### src/rtl/repair_rx.sv
// MBTRAIN REPAIR partner-side responder: answers INIT / APPLY_DEGRADE / END
// sideband requests, latches the degrade lane map and reports completion.
module repair_rx #(
  parameter int unsigned TIMEOUT_CYCLES = 8000,
  parameter int unsigned CNT_W          = 13
) (
  input  logic       clk,
  input  logic       rst,
  input  logic       i_en,
  input  logic [3:0] i_sideband_message,
  input  logic       i_sideband_valid,
  input  logic [2:0] i_sideband_data_lanes_encoding,
  input  logic       i_busy_negedge_detected,
  input  logic       i_valid_tx,
  output logic [3:0] o_sideband_message,
  output logic       o_valid_rx,
  output logic [2:0] o_lanes_result,
  output logic       o_degrade_error,
  output logic       o_timeout,
  output logic       o_test_ack
);

  localparam logic [3:0] INIT_REQUEST           = 4'b0001;
  localparam logic [3:0] INIT_RESPONSE          = 4'b0010;
  localparam logic [3:0] END_REQUEST            = 4'b0101;
  localparam logic [3:0] END_RESPONSE           = 4'b0110;
  localparam logic [3:0] APPLY_DEGRADE_REQUEST  = 4'b0111;
  localparam logic [3:0] APPLY_DEGRADE_RESPONSE = 4'b1000;

  localparam logic [CNT_W-1:0] CNT_LAST = CNT_W'(TIMEOUT_CYCLES - 1);

  typedef enum logic [2:0] {
    IDLE,
    WAIT_INIT_REQ,
    WAIT_DEGRADE_REQ,
    WAIT_END_REQ,
    END_RESP_SENT,
    TEST_FINISH
  } state_t;

  state_t           state, state_n;
  logic [CNT_W-1:0] cnt, cnt_n;
  logic [3:0]       msg_n;
  logic             valid_rx_n;
  logic [2:0]       lanes_n;
  logic             degrade_error_n;
  logic             timeout_n;
  logic             test_ack_n;
  logic             in_wait;
  logic             expired;

  assign in_wait = (state == WAIT_INIT_REQ) || (state == WAIT_DEGRADE_REQ) ||
                   (state == WAIT_END_REQ);
  assign expired = in_wait && (cnt == CNT_LAST);

  always_ff @(posedge clk) begin
    if (rst) begin
      state              <= IDLE;
      cnt                <= '0;
      o_sideband_message <= '0;
      o_valid_rx         <= 1'b0;
      o_lanes_result     <= '0;
      o_degrade_error    <= 1'b0;
      o_timeout          <= 1'b0;
      o_test_ack         <= 1'b0;
    end else begin
      state              <= state_n;
      cnt                <= cnt_n;
      o_sideband_message <= msg_n;
      o_valid_rx         <= valid_rx_n;
      o_lanes_result     <= lanes_n;
      o_degrade_error    <= degrade_error_n;
      o_timeout          <= timeout_n;
      o_test_ack         <= test_ack_n;
    end
  end

  // Priority: disable, then a matching request, then timeout expiry.
  always_comb begin
    state_n         = state;
    msg_n           = o_sideband_message;
    valid_rx_n      = o_valid_rx;
    lanes_n         = o_lanes_result;
    degrade_error_n = o_degrade_error;
    timeout_n       = o_timeout;
    test_ack_n      = o_test_ack;

    if (i_busy_negedge_detected && !i_valid_tx) begin
      valid_rx_n = 1'b0;
    end

    case (state)
      IDLE: begin
        if (i_en) begin
          state_n = WAIT_INIT_REQ;
        end
      end
      WAIT_INIT_REQ: begin
        if (i_sideband_valid && (i_sideband_message == INIT_REQUEST)) begin
          state_n    = WAIT_DEGRADE_REQ;
          msg_n      = INIT_RESPONSE;
          valid_rx_n = 1'b1;
        end
      end
      WAIT_DEGRADE_REQ: begin
        if (i_sideband_valid && (i_sideband_message == APPLY_DEGRADE_REQUEST)) begin
          state_n    = WAIT_END_REQ;
          msg_n      = APPLY_DEGRADE_RESPONSE;
          valid_rx_n = 1'b1;
          if ((i_sideband_data_lanes_encoding == 3'b001) ||
              (i_sideband_data_lanes_encoding == 3'b010) ||
              (i_sideband_data_lanes_encoding == 3'b011)) begin
            lanes_n = i_sideband_data_lanes_encoding;
          end else begin
            lanes_n         = 3'b000;
            degrade_error_n = 1'b1;
          end
        end
      end
      WAIT_END_REQ: begin
        if (i_sideband_valid && (i_sideband_message == END_REQUEST)) begin
          state_n    = END_RESP_SENT;
          msg_n      = END_RESPONSE;
          valid_rx_n = 1'b1;
        end
      end
      END_RESP_SENT: begin
        if (!o_valid_rx) begin
          state_n    = TEST_FINISH;
          test_ack_n = 1'b1;
        end
      end
      TEST_FINISH: begin
        state_n = TEST_FINISH;
      end
      default: begin
        state_n = IDLE;
      end
    endcase

    if (expired && (state_n == state)) begin
      state_n    = TEST_FINISH;
      timeout_n  = 1'b1;
      test_ack_n = 1'b1;
      valid_rx_n = 1'b0;
    end

    if (!i_en || (state == IDLE)) begin
      if (!i_en) begin
        state_n = IDLE;
      end
      msg_n           = '0;
      valid_rx_n      = 1'b0;
      lanes_n         = '0;
      degrade_error_n = 1'b0;
      timeout_n       = 1'b0;
      test_ack_n      = 1'b0;
    end

    if (state_n != state) begin
      cnt_n = '0;
    end else if (in_wait) begin
      cnt_n = cnt + CNT_W'(1);
    end else begin
      cnt_n = '0;
    end
  end

endmodule

### config.mk
export PLATFORM = sky130hd
export DESIGN_NAME = repair_rx
export DESIGN_NICKNAME = d
export VERILOG_FILES = /design/src/rtl/repair_rx.sv
export SDC_FILE = /design/constraint.sdc
export NUM_CORES = 1
export LEC_CHECK = 0
export ABC_AREA = 1
export BUFFER_PORTS_ARGS = -buffer_cell sky130_fd_sc_hd__buf_2
export CAP_MARGIN = 40
export CORE_MARGIN = 10
export CORE_UTILIZATION = 40
export DETAILED_ROUTE_END_ITERATION = 10
export PLACE_DENSITY_LB_ADDON = 0.15
export REMOVE_ABC_BUFFERS = 1
export SETUP_SLACK_MARGIN = 0.15
export SLEW_MARGIN = 30
export SYNTH_ARGS = -nofsm -noshare
export SYNTH_HDL_FRONTEND = slang
export SYNTH_SLANG_ARGS = --single-unit
### constraint.sdc
create_clock -name clk -period 2.4 [get_ports clk]
set_input_delay 0.12 -clock clk [delete_from_list [all_inputs] [get_ports clk]]
set_output_delay 0.12 -clock clk [all_outputs]
set_load 0.02 [all_outputs]
==> results summary <==
In this design, the critical path's most frequently occurring cell is sky130_fd_sc_hd__nand2_1. The number of primary I/O pins came out at 24. Clock skew on the completed layout was measured at 7.27 ps. The cell family contributing the most delay on the critical path is simple AND/OR/NAND/NOR gates. The clock period minus worst slack came out at 1950 ps. Traced cell by cell, the critical path runs through ha_1 > nand2_1 > nor2_1 > nand3_1 > nor2_1 > nand2_1 > inv_2 > nand3_4 > nand2_2 > nand2_1 > nand2_1 > nand2_4 > nor3_1. The initial utilization of the core area, before any placement, comes to between 40% and 50%. Setup repair after global routing left no endpoint under its margin. The number of pins with negative max-slew slack in the final report came out at 0. The number of clock buffers added by TritonCTS is 3. Once layout is complete, the utilization of the core stands at roughly 47%. The biggest area consumer among synthesized cells is sky130_fd_sc_hd__dfxtp_1.

On the worst path, the slowest cell contributes a delay of about 400 ps. The later pin in the worst-skew pair is clocked with a latency of 330 ps. The final-report setup violation count is 0. The share of layout cells above drive strength 1 came out at approximately a quarter. The total power divided by cell area came out at between 400 and 500 nW/um^2. Across the run, the number of max-cap violations was 0. The via count of the first global-routing pass is approximately 1200. The buffer depth of the longest clock path came out at 2.

The analysis attributes to net switching a power of approximately 170 uW. The DRC violation count after routing is 0. The number of buffers and inverters on the critical path is 1. The worst hold path belongs to the class primary input to flop. By startpoint and endpoint, the worst setup path is classified as flop to flop. The overall global routing resource usage is a little under 10%. In this run the worst setup path terminates at cnt[5].

After the last flow step, the layout net total stands at around 230. The worst setup path is launched from a flop. Summing all placed instances gives a cell area of between 1500 and 2000 um^2. The average vias per placed instance came out at between 4 and 5. The clock-pin slew reported for the worst setup and hold paths after clock tree synthesis is ~150 ps.

The maximum fanout encountered on the critical timing path is 13. The count of fill cells added during filler insertion came out at 370. The count of input and output buffers is 22. The placer's final routability congestion estimate is just under 1. The number of design-rule violations left by the first detailed-router iteration came out at 85. The HPWL reported at the end of detailed placement came out at 2.35 mm. The remaining number of nets flagged by the antenna check after routing is 0. The wire length of the first global-routing pass came out at a little over 5 mm. In this run the horizontal extent of the chip is ~80 um. The most critical setup path has its startpoint at cnt[0]. The part of the power in the clock network came out at roughly a third. The row count is 21.

The portion of synthesized cell area occupied by the leading cell type is roughly 38%. The sequential share of the synthesized area is 37.6%. The logic gate share of total power is around 7.3%. Summing over every cut layer, the via total after detailed routing is between 1000 and 1500. The count of final hold-check violations was 0.

The iteration count of the initial detailed-routing pass is 4. Summed over all cells, the static leakage comes to 0.635 nW. Data on the critical path arrives at its endpoint at 2210 ps. STA classifies the critical path endpoint as a flop.

The gate count after technology mapping is between 150 and 200. The cell chosen for the clock root is sky130_fd_sc_hd__clkbuf_4. The pin count of the biggest net entering global routing is 15. By area the synthesized netlist is led by sky130_fd_sc_hd__dfxtp_1 38%, sky130_fd_sc_hd__nand2_1 10%, sky130_fd_sc_hd__nand3_1 7.2%. The critical path required time is between 2000 and 3000 ps. In this run the cell area of the synthesized design comes to ~1400 um^2. Across the whole layout, storage elements account for around 520 um^2. Setup slack on the worst reg-to-reg path comes out at ~450 ps. The repair_antennas step left the layout with diodes totalling 0. The routed wire length is 2.97 mm. The run finished with clean final reports. The Yosys step of the flow raised 0 warnings. The core region is 3340 um^2. The design draws between 700 and 800 uW. The layout overhead on the synthesized area is 13.7%.

IR analysis of the VDD net gives a maximum drop of about 260 uV. The proportion of power drawn by flip-flops and latches is about three fifths. The design internal power came out at approximately 550 uW. In this run switching power makes up between 20 and 25% of total power. TritonCTS built the clock tree. For this design, the slowest cell found on the critical path is sky130_fd_sc_hd__dfxtp_1.

The number of distinct library cells after synthesis came out at 25. The residual overflow from global routing came out at 0. The die covers between 6000 and 7000 um^2. The floorplan die height came out at between 70 and 80 um.

The routed length per placed instance is about 12 um. The number of levels the H-tree was split into is 1. The aggregate negative setup slack came out at 0 ps. The cell count along the critical path came out at 13. Post-CTS timing repair inserted 0 buffers for setup. Synthesis inferred 26 register bits.

The worst register-to-register path begins at cnt[0]. The endpoint of the worst register-to-register path is cnt[5]. Timing would allow up to between 500 and 600 MHz. The area occupied by multi-input gates came out at 742 um^2. The final period utilization came out at 81.2%. The clock sink count came out at 26.

The length in cells of the worst reg-to-reg path came out at 13. The final design area excluding fillers is roughly 1600 um^2. After synthesis, the mean cell area works out to between 7 and 8 um^2. The initial antenna violation count came to 0.
## cells by family (layout without fill, tap and decap cells)
group / Yosys count / after routing / share of synthesized area, %
other: 1 / 1 / 0.271
AND/OR/NAND/NOR: 107 / 107 / 40.8
adder cells (fa/ha/maj): 1 / 1 / 0.904
AO/OA/AOI/OAI: 12 / 12 / 4.43
flip-flops: 26 / 26 / 37.6
buffers and inverters: 31 / 53 / 9.67
XOR/XNOR: 10 / 10 / 6.33
## routing by layer
layer	share of wire, %	global-route usage, %
met5	0	0
met4	1.8	4.48
met3	4.4	3.04
met2	46	15.0
met1	48	12.2
## cell type report
| type | count | share of cell area (%) |
|---|---|---|
| multi-input cells | 131 | 47.1 |
| inverters | 26 | 6.20 |
| clock buffers | 4 | 2.31 |
| repair buffers | 23 | 7.63 |
| well taps | 46 | 3.66 |
| flip-flops and latches | 26 | 33.1 |
## metrics by stage
stage / hold WS, ps / instances / setup WS (ps)
finish: 46.8 / 256 / 450
global route: 45.8 / 256 / 195
CTS: 44.6 / 256 / 313
detailed placement: 343 / 251 / 345
global placement: 355 / 251 / 435
floorplan: 192 / 183 / 646
## how the worst min path moves through the flow
stage	cells after the start	end	start
6_report	3	o_lanes_result[1]	i_sideband_data_lanes_encoding[1]
5_1_grt	3	o_lanes_result[0]	i_sideband_data_lanes_encoding[0]
4_1_cts	3	o_lanes_result[1]	i_sideband_data_lanes_encoding[1]
3_5_place_dp	2	state[0]	rst
3_3_place_gp	2	state[2]	rst
2_1_floorplan	1	state[0]	rst
## what timing repair did
| action | CTS | global route |
|---|---|---|
| endpoints found under the hold margin | 3 | 0 |
| hold buffers | 1 | 0 |
| gates resized for setup | 0 | 2 |
| endpoints found under the setup margin | 0 | 7 |
## tightest hold or removal path, stage by stage
cell and delay (ps):
sky130_fd_sc_hd__buf_2 100, sky130_fd_sc_hd__nand3_1 70, sky130_fd_sc_hd__a21oi_1 50
## power groups by stage
| stage | combinational [mW] | sequential [mW] | clock, mW |
|---|---|---|---|
| global placement | 0.0478 | 0.445 | 0 |
| global route | 0.0587 | 0.436 | 0.253 |
| CTS | 0.0508 | 0.436 | 0.236 |
| detailed placement | 0.0492 | 0.445 | 0 |
| floorplan | 0.0296 | 0.445 | 0 |
| finish | 0.0521 | 0.436 | 0.230 |
## layout by cell type (no fill, tap or decap), drive strengths merged
cell type	n
nand2	40
dfxtp	26
inv	26
nand3	23
buf	22
nor2	22
nor3	16
a21oi	8
xnor2	6
nand3b	5
xor2	4
clkbuf	4
o21ai	3
a31oi	1
nand4	1
ha	1
conb	1
dlygate4sd3	1
## cells in the mapped netlist, drive strengths merged
library cell and number:
ha 1, nand3 23, nor3 16, o21ai 3
nor2 22, nand4 1, dfxtp 26, a21oi 8
nand3b 5, a31oi 1, nand2 40, conb 1
xnor2 6, xor2 4, inv 26, buf 5
## sequential cells by signal, indices dropped and copies added (netlist names)
name / count
o_valid_rx: 1
o_sideband_message: 3
o_timeout: 1
state: 3
o_degrade_error: 1
cnt: 13
o_test_ack: 1
o_lanes_result: 3
Note: power is estimated with default switching activity, not from simulation.
